`src/rtl/mdio_host_pkg.sv`:
```
// Shared constants and types for the MDIO host responder: config map, MIIM opcodes, FSM states.
package mdio_host_pkg;

    localparam logic [9:0] CFG_RX_ADDR   = 10'h240;
    localparam logic [9:0] CFG_TX_ADDR   = 10'h280;
    localparam logic [9:0] CFG_MGMT_ADDR = 10'h340;

    localparam logic [1:0] MIIM_OP_ADDR     = 2'b00;
    localparam logic [1:0] MIIM_OP_WRITE    = 2'b01;
    localparam logic [1:0] MIIM_OP_READ_INC = 2'b10;
    localparam logic [1:0] MIIM_OP_READ     = 2'b11;

    typedef enum logic [2:0] {
        ST_IDLE,
        ST_PRE,
        ST_HDR,
        ST_TA,
        ST_DATA,
        ST_DONE
    } miim_state_e;

    // Both read flavours release the bus for TA and DATA.
    function automatic logic is_read_op(input logic [1:0] op);
        return op[1];
    endfunction

    // A divide of zero would collapse the MDC low/high phases, so it is treated as one.
    function automatic logic [4:0] clamp_div(input logic [4:0] div);
        return (div == 5'd0) ? 5'd1 : div;
    endfunction

endpackage

```
`src/rtl/mdc_strobe_gen.sv`:
```
// MDC divider: each bit lasts 2*(D+1) host_clk cycles, MDC low for the first half.
// D is captured at frame start so a divide change mid-frame cannot distort the frame.
module mdc_strobe_gen
    import mdio_host_pkg::*;
(
    input  logic       host_clk,
    input  logic       host_reset_n,
    input  logic       start,
    input  logic       en,
    input  logic [4:0] div_in,
    output logic       mdc,
    output logic       rise,
    output logic       fall,
    output logic       pre_fall
);
    logic [4:0] div_q;
    logic [5:0] cnt;
    logic [5:0] half_len;
    logic [5:0] bit_last;

    assign half_len = {1'b0, div_q} + 6'd1;
    assign bit_last = {div_q, 1'b1};

    // NOTE: non-blocking assignments make every flop sample pre-edge values, so ordering between blocks never matters.
    always_ff @(posedge host_clk or negedge host_reset_n) begin
        if (!host_reset_n) begin
            div_q <= 5'd1;
            cnt   <= '0;
        end else if (start) begin
            div_q <= clamp_div(div_in);
            cnt   <= '0;
        end else if (!en || cnt == bit_last) begin
            cnt <= '0;
        end else begin
            cnt <= cnt + 6'd1;
        end
    end

    assign mdc      = en && (cnt >= half_len);
    assign rise     = en && (cnt == half_len);
    assign fall     = en && (cnt == bit_last);
    assign pre_fall = en && (cnt == bit_last - 6'd1);

endmodule

```
`src/rtl/mdio_host_responder.sv`:
```
// Host management responder: config register file plus a clause-45 MIIM frame engine on MDC/MDIO.
module mdio_host_responder
    import mdio_host_pkg::*;
#(
    parameter int PREAMBLE_LEN = 32
) (
    input  logic        host_clk,
    input  logic        host_reset_n,
    input  logic [1:0]  host_opcode,
    input  logic [9:0]  host_addr,
    input  logic [31:0] host_wr_data,
    output logic [31:0] host_rd_data,
    input  logic        host_miim_sel,
    input  logic        host_req,
    output logic        host_miim_rdy,
    output logic [31:0] cfg_rx,
    output logic [31:0] cfg_tx,
    output logic [31:0] cfg_mgmt,
    output logic        mdc,
    output logic        mdio_o,
    output logic        mdio_t,
    input  logic        mdio_i
);
    localparam logic [5:0] PRE_LAST = 6'(PREAMBLE_LEN - 1);

    miim_state_e state, state_nxt;
    logic [5:0]  bit_cnt;
    logic [31:0] frame_sr;
    logic [1:0]  op_q;
    logic [15:0] rd_shift;
    logic [31:0] cfg_word;
    logic        cfg_write, cfg_read, accept, busy;
    logic        mdc_rise, mdc_fall, mdc_pre_fall;

    assign cfg_write     = !host_miim_sel && !host_opcode[1];
    assign cfg_read      = !host_miim_sel &&  host_opcode[1];
    assign accept        = (state == ST_IDLE) && host_req && host_miim_sel && cfg_mgmt[5];
    assign busy          = (state != ST_IDLE);
    assign host_miim_rdy = (state == ST_IDLE);

    mdc_strobe_gen u_mdc (
        .host_clk     (host_clk),
        .host_reset_n (host_reset_n),
        .start        (accept),
        .en           (busy),
        .div_in       (cfg_mgmt[4:0]),
        .mdc          (mdc),
        .rise         (mdc_rise),
        .fall         (mdc_fall),
        .pre_fall     (mdc_pre_fall)
    );

    always_ff @(posedge host_clk or negedge host_reset_n) begin
        if (!host_reset_n) begin
            cfg_rx   <= '0;
            cfg_tx   <= '0;
            cfg_mgmt <= '0;
        end else if (cfg_write) begin
            case (host_addr)
                CFG_RX_ADDR:   cfg_rx   <= host_wr_data;
                CFG_TX_ADDR:   cfg_tx   <= host_wr_data;
                CFG_MGMT_ADDR: cfg_mgmt <= host_wr_data;
                default: ;
            endcase
        end
    end

    // NOTE: every combinational output gets a default before the case, otherwise unlisted paths infer latches.
    always_comb begin
        cfg_word = '0;
        case (host_addr)
            CFG_RX_ADDR:   cfg_word = cfg_rx;
            CFG_TX_ADDR:   cfg_word = cfg_tx;
            CFG_MGMT_ADDR: cfg_word = cfg_mgmt;
            default: ;
        endcase
    end

    // A completing MIIM read takes precedence over a coincident config read.
    always_ff @(posedge host_clk or negedge host_reset_n) begin
        if (!host_reset_n) begin
            host_rd_data <= '0;
        end else if (state == ST_DONE && is_read_op(op_q)) begin
            host_rd_data <= {16'h0, rd_shift};
        end else if (cfg_read) begin
            host_rd_data <= cfg_word;
        end
    end

    always_ff @(posedge host_clk or negedge host_reset_n) begin
        if (!host_reset_n) state <= ST_IDLE;
        else               state <= state_nxt;
    end

    // DONE occupies the final cycle of the last bit so ready rises right after the frame ends.
    always_comb begin
        state_nxt = state;
        case (state)
            ST_IDLE: if (accept)                         state_nxt = (PREAMBLE_LEN == 0) ? ST_HDR : ST_PRE;
            ST_PRE:  if (mdc_fall && bit_cnt == PRE_LAST) state_nxt = ST_HDR;
            ST_HDR:  if (mdc_fall && bit_cnt == 6'd13)    state_nxt = ST_TA;
            ST_TA:   if (mdc_fall && bit_cnt == 6'd1)     state_nxt = ST_DATA;
            ST_DATA: if (mdc_pre_fall && bit_cnt == 6'd15) state_nxt = ST_DONE;
            ST_DONE:                                      state_nxt = ST_IDLE;
            default:                                      state_nxt = ST_IDLE;
        endcase
    end

    always_ff @(posedge host_clk or negedge host_reset_n) begin
        if (!host_reset_n) begin
            op_q     <= '0;
            frame_sr <= '0;
            bit_cnt  <= '0;
            rd_shift <= '0;
        end else begin
            if (accept) begin
                op_q     <= host_opcode;
                frame_sr <= {2'b00, host_opcode, host_addr[9:5], host_addr[4:0], 2'b10, host_wr_data[15:0]};
                bit_cnt  <= '0;
            end else if (mdc_fall) begin
                bit_cnt <= (state_nxt != state) ? 6'd0 : bit_cnt + 6'd1;
                if (state inside {ST_HDR, ST_TA, ST_DATA}) frame_sr <= {frame_sr[30:0], 1'b0};
            end
            if (state == ST_DATA && mdc_rise) rd_shift <= {rd_shift[14:0], mdio_i};
        end
    end

    // Pins are pure functions of registered state, so they only move at bit boundaries.
    always_comb begin
        mdio_o = 1'b1;
        mdio_t = 1'b1;
        case (state)
            ST_PRE: mdio_t = 1'b0;
            ST_HDR: begin
                mdio_o = frame_sr[31];
                mdio_t = 1'b0;
            end
            ST_TA, ST_DATA, ST_DONE: begin
                mdio_t = is_read_op(op_q);
                mdio_o = is_read_op(op_q) ? 1'b1 : frame_sr[31];
            end
            default: ;
        endcase
    end

endmodule

```
`config.mk`:
```
export PLATFORM = sky130hd
export DESIGN_NAME = mdio_host_responder
export DESIGN_NICKNAME = d
export VERILOG_FILES = /design/src/rtl/mdio_host_pkg.sv /design/src/rtl/mdc_strobe_gen.sv /design/src/rtl/mdio_host_responder.sv
export SDC_FILE = /design/constraint.sdc
export NUM_CORES = 1
export LEC_CHECK = 0
export ABC_AREA = 1
export CAP_MARGIN = 40
export CORE_UTILIZATION = 40
export DETAILED_ROUTE_END_ITERATION = 8
export SLEW_MARGIN = 10
export SYNTH_ARGS = -nofsm -noshare
export SYNTH_HDL_FRONTEND = slang
export SYNTH_HIERARCHICAL = 1
export SYNTH_SLANG_ARGS = --single-unit
```
`constraint.sdc`:
```
create_clock -name host_clk -period 2.59 [get_ports host_clk]
set_input_delay 0.518 -clock host_clk [delete_from_list [all_inputs] [get_ports host_clk]]
set_output_delay 0.518 -clock host_clk [all_outputs]
set_load 0.01 [all_outputs]
```
# ---- Word-level counts from Yosys, hierarchy flattened
# Cells that the tools add are included.
dict set report word_totals {
  input_bits 49
  output_inout_bits 132
  wordCells 85
  register_bits 198
}
dict set report classes {
  eq_ne 16
  n_addsub 4
  n_mux 21
  order_cmp 1
  reduce_logical 32
}
# operator n
set ops {}
lappend ops {{32-bit two-way mux} 5}
lappend ops {{32-bit case mux with 3 select lines} 1}
lappend ops {{10-bit equality test (second input constant)} 3}
lappend ops {{6-bit two-way mux} 5}
lappend ops {{6-bit equality test} 3}
lappend ops {{1-bit logical AND} 15}
lappend ops {{3-bit two-way mux} 5}
lappend ops {{3-bit case mux with 5 select lines} 1}
lappend ops {{6-bit by 1-bit adder with 6-bit output (second input constant)} 2}
lappend ops {{6-bit by 4-bit equality test with 1-bit output (second input constant)} 2}
lappend ops {{2-bit AND reduction} 4}
lappend ops {{5-bit by 1-bit adder with 6-bit output (second input constant)} 1}
lappend ops {{3-bit by 2-bit equality test with 1-bit output (second input constant)} 2}
lappend ops {{3-bit equality test (second input constant)} 2}
lappend ops {{6-bit by 1-bit equality test with 1-bit output (second input constant)} 1}
lappend ops {{6-bit by 5-bit equality test with 1-bit output (second input constant)} 1}
lappend ops {{6-bit >= comparator} 1}
lappend ops {{2-bit nonzero test} 3}
lappend ops {{3-bit nonzero test} 2}
lappend ops {{6-bit by 1-bit subtractor with 6-bit output (second input constant)} 1}
lappend ops {{5-bit zero test} 1}
lappend ops {{5-bit two-way mux} 1}
lappend ops {{1-bit case mux with 2 select lines} 2}
lappend ops {{3-bit by 1-bit equality test with 1-bit output (second input constant)} 1}
lappend ops {{other kinds (7)} 9}

# ---- Longest topological paths before layout
dict set report logic_depth {
  word_depth 10
  mapped_depth 17
  mapped_depth_nobuf 17
}

# ---- Modules after synthesis
# The synthesis kept the hierarchy.
# mod area_each_um2 cells_each n_inst seq_area_each_um2
set modules_own_cells {}
lappend modules_own_cells {mdio_host_responder 8645.8 1066 1 4654.5}
lappend modules_own_cells {mdc_strobe_gen 810.8 109 1 276.5}

# ---- Least setup slack after synthesis
# No wires, ideal clock.
dict set report synth_timing {
  path_type {reg-to-output}
  from {reg u_mdc.div_q[0]}
  to {out mdc}
  setup_slack_ps 398
  path_stages_with_launch 12
  required_time_ps 2072
  n_path_buf 0
  arrival_ps 1674
  path_cell_list {dfstp_2 > ha_1 > nand3_1 > xor2_1 > inv_1 > ha_1 > nand2_1 > nor2_1 > o21ai_0 > nand3_1 > nand2_1 > nand2_1}
}
dict set report synth_via {
  elab_chain_cells 3
}
# element line_no
set synth_rtl {}
lappend synth_rtl {{from (decl)} mdc_strobe_gen.sv:16} ;# logic [4:0] div_q;
lappend synth_rtl {{from (signal assigned)} mdc_strobe_gen.sv:30} ;# div_q <= clamp_div(div_in);
lappend synth_rtl {{5-bit by 1-bit adder with 6-bit output} mdc_strobe_gen.sv:21} ;# assign half_len = {1'b0, div_q} + 6'd1;
lappend synth_rtl {{6-bit >= comparator} mdc_strobe_gen.sv:39} ;# assign mdc = en && (cnt >= half_len);
lappend synth_rtl {{1-bit logical AND} mdc_strobe_gen.sv:39}
lappend synth_rtl {{to (decl)} mdio_host_responder.sv:19} ;# output logic mdc,
# Every way passes these cells.

# ---- Worst setup path in the final report
# Same ends and word-level chain as after synthesis.

==> flow_metrics.env <==
export IMPL_ios=181
export IMPL_drt_initial_drc_count=673
export IMPL_r2r_start="u_mdc/div_q[0]$_DFFE_PN1P_"
export IMPL_row_count=55
export IMPL_rrSetupSlack_ns=0.24
export IMPL_first_pass_iters=5
export IMPL_dp_hpwl_microns=20790
export IMPL_synth_top_family_by_area="simple AND/OR/NAND/NOR gates"
export IMPL_final_area_sq_mm=0.01254
export IMPL_p_switching_w=0.001479
export IMPL_path_class="reg -> out"
export IMPL_run_status="complete, but fails checks"
export IMPL_start_kind="register"
export IMPL_cp_end_kind="output port"
export IMPL_synthAdderAreaFrac_pct=1.323
export IMPL_final_max_slew_violation_count=0
export IMPL_slew_headroom_pct=63.70
export IMPL_synth_edf_count=0
export IMPL_grt_pass1_vias=8207
export IMPL_clock_sinks=197
export IMPL_hold_violations=0
export IMPL_yosys_warnings=6
export IMPL_synth_compound_area_share_pct=13.85
export IMPL_dieArea_sq_mm=0.02426
export IMPL_antenna_found_initial=0
export IMPL_final_util_pct=54.74
export IMPL_htree_levels=4
export IMPL_start_util_pct=41.27
export IMPL_cp_required_ns=2.07
export IMPL_cts_buffers=17
export IMPL_fin_crit_ns=2.723
export IMPL_die_w_microns=155.8
export IMPL_crit_arrival_ns=2.20
export IMPL_grt_max_degree=62
export IMPL_multi_input_area_sq_mm=0.003851
export IMPL_wl_per_cell_microns=17.16
export IMPL_synthXorXnorAreaFrac_pct=0.7409
export IMPL_die_y_microns=155.8
export IMPL_nNetsFinal=1424
export IMPL_via_per_inst=5.085
export IMPL_clk_path_buf_depth=2
export IMPL_drive_gt1_share_pct=9.078
export IMPL_leakagePower_nw=5.960
export IMPL_seq_power_share_pct=51.9
export IMPL_ant_nets=0
export IMPL_wirelength_microns=29000
export IMPL_setup_viol_count_final=1
export IMPL_period_share_pct=105.1
export IMPL_violations="negative setup slack"
export IMPL_critPathCapture="mdc"
export IMPL_reg2reg_depth=17
export IMPL_dpl_cell_area_sq_mm=0.01192
export IMPL_final_fill_count=2157
export IMPL_cap_viol_max_count=0
export IMPL_synth_mux_area_share_pct=0
export IMPL_fin_ws_ns=-0.1328
export IMPL_syn_num_nets=1234
export IMPL_vias=8594
export IMPL_hold_path_class="in -> async"
export IMPL_clock_fmax_ghz=0.3673
export IMPL_n_antenna_cell=0
export IMPL_synthCells=1175
export IMPL_syn2layout_area_growth_pct=32.64
export IMPL_crit_path_start="u_mdc/div_q[0]$_DFFE_PN1P_"
export IMPL_syn_cell_area_sq_mm=0.009457
export IMPL_pwr_share_clk_pct=42.8
export IMPL_ff_latch_area_sq_mm=0.004931
export IMPL_fin_skew_ns=0.009666
export IMPL_whs_ns=0.08067
export IMPL_clockRootBuffer="clkbuf_16"
export IMPL_internal_power_w=0.004503
export IMPL_clock_latency_ns=0.43
export IMPL_drc=0
export IMPL_critPathMaxFanout=2
export IMPL_rsz0062_at_grt="yes"
export IMPL_synth_avg_cell_area_sq_um=8.048
export IMPL_timing_rr_end="bit_cnt[1]$_DFFE_PN0P_"
export IMPL_core_area_sq_mm=0.02292
export IMPL_tns_ns=-0.1328
export IMPL_synth_cell_types=37
export IMPL_swShare_pct=24.72
export IMPL_grt_use_total_pct=24.73
export IMPL_ir_worst_vdd_v=0.0002854
export IMPL_holdBufCountCts=0
export IMPL_worstMarginPinSlew_ns=0.5445
export IMPL_synthArstFlopShare_pct=100.0
export IMPL_grt_ovfl_total=0
export IMPL_clk_pin_slew_ns=0.08
export IMPL_cts_tree="done"
export IMPL_grt_first_pass_wirelength_microns=46010
export IMPL_pwr_share_comb_pct=5.4
export IMPL_dp_slack_ns=-0.1746
export IMPL_gp_routability_congestion=0.8927
export IMPL_power_density_mw_per_mm2=476.9
export IMPL_synth_seq_area_share_pct=52.14
export IMPL_yosys_area_share_simple_pct=24.05
export IMPL_numPortBuffers=180
export IMPL_ys_seq_elements=197
export IMPL_synth_flop_cell="dfrtp_1"
==> Yosys cell counts, types with 3 or more instances <==
cell	number	share of area (%)
inv_1	118	4.7
nand2_1	379	15
o21ai_0	157	8.3
nand3_1	72	3.8
nand2_2	3	0.20
ha_1	10	1.3
nor2_1	42	1.7
a21oi_1	8	0.42
dfrtp_1	196	52
or2_2	3	0.20
nor2_2	5	0.33
a31oi_1	9	0.60
clkbuf_1	43	1.7
nor3_1	4	0.21
xor2_1	6	0.56
nand4_1	30	2.0
buf_2	20	1.1
o211ai_1	47	3.7
==> per-stage QoR <==
| stage | total power (W) | instances |
|---|---|---|
| global route | 0.006192 | 1690 |
| global placement | 0.003488 | 1658 |
| detailed placement | 0.003489 | 1658 |
| CTS | 0.006050 | 1690 |
| floorplan | 0.003228 | 1175 |
| finish | 0.005981 | 1690 |
==> layout by cell type, fill, tap and decap left out, types with 4 or more instances in the layout <==
cell / instances
nand2_1: 376
dfrtp_1: 196
clkdlybuf4s50_1: 176
o21ai_0: 155
inv_1: 118
nand3_1: 69
buf_4: 48
o211ai_1: 47
nor2_1: 38
nand4_1: 30
clkbuf_16: 17
buf_12: 10
a31oi_1: 9
ha_1: 9
nor2_2: 8
a21oi_1: 8
xor2_1: 6
nand2_2: 5
inv_8: 5
nand3_2: 4
clkinvlp_4: 4
==> state kept, by name (all words and copies together), names as in the netlist <==
register and count:
cfg_tx 32, u_mdc/div_q 5, op_q 1, rd_shift 16, state 3, frame_sr 32
bit_cnt 6, cfg_rx 32, cfg_mgmt 32, host_rd_data 32, u_mdc/cnt 6
==> how the worst min path moves through the flow <==
stage                                      start                            to  slack (ns)  cells after the start
finish                              host_reset_n      frame_sr[20]$_DFFE_PN0P_        0.08                      1
global route                        host_reset_n      frame_sr[14]$_DFFE_PN0P_        0.11                      1
CTS                                 host_reset_n      frame_sr[20]$_DFFE_PN0P_        0.09                      1
detailed placement  host_rd_data[16]$_DFFE_PN0P_  host_rd_data[16]$_DFFE_PN0P_        0.46                      2
global placement    host_rd_data[30]$_DFFE_PN0P_  host_rd_data[30]$_DFFE_PN0P_        0.46                      2
floorplan                           host_reset_n        bit_cnt[0]$_DFFE_PN0P_        0.22                      0
==> repair_timing <==
action,in CTS,in global routing
setup endpoints to repair,3,7
gates resized for setup,12,10
pin swaps,4,5
setup buffers,1,0
==> layer usage <==
metal  GRT usage (%)  part of all wire, %  vias to the layer above  wire length [microns]
met5               0                    0                        -                      0
met4           7.376                  2.1                        0                    610
met3           3.417                  4.8                       32                   1405
met2           38.50                   45                      249                  13180
met1           35.77                   48                     4107                  13800
li1                -                    -                     4206                      -
==> logic make-up (layout without fill, tap and decap cells) <==
logic type / after synthesis / count (layout)
AO/OA/AOI/OAI: 229 / 229
XOR/XNOR: 8 / 8
AND/OR/NAND/NOR: 543 / 543
adder cells (fa/ha/maj): 10 / 10
buffers and inverters: 188 / 390
flip-flops: 197 / 197
==> power by group through the flow <==
| stage | Combinational [W] | Sequential, W | Clock, W |
|---|---|---|---|
| 4_1_cts | 0.000327 | 0.00310 | 0.00262 |
| 6_report | 0.000321 | 0.00310 | 0.00256 |
| 2_1_floorplan | 0.0000609 | 0.00317 | 0 |
| 3_3_place_gp | 0.000325 | 0.00316 | 0 |
| 5_1_grt | 0.000351 | 0.00310 | 0.00274 |
| 3_5_place_dp | 0.000326 | 0.00316 | 0 |
==> critical path, cell delays in order, from the launching register on <==
cell and delay (ns):
dfstp_2 0.55, ha_4 0.13, nand3_2 0.08, xor2_1 0.14, inv_1 0.06, ha_1 0.28, nand2_2 0.07, o21bai_4 0.16
nand3_1 0.07, nand2_1 0.05, nand2_1 0.06, buf_2 0.13
==> cell type report <==
type | count | area share (%)
clock buffer | 18 | 3.501
clock inverter | 13 | 0.9377
inverter | 121 | 3.621
multi-input combinational | 790 | 30.70
sequential | 197 | 39.31
tap | 313 | 3.122
timing repair buffer | 238 | 18.80
Note: power is estimated with default switching activity, not from simulation.
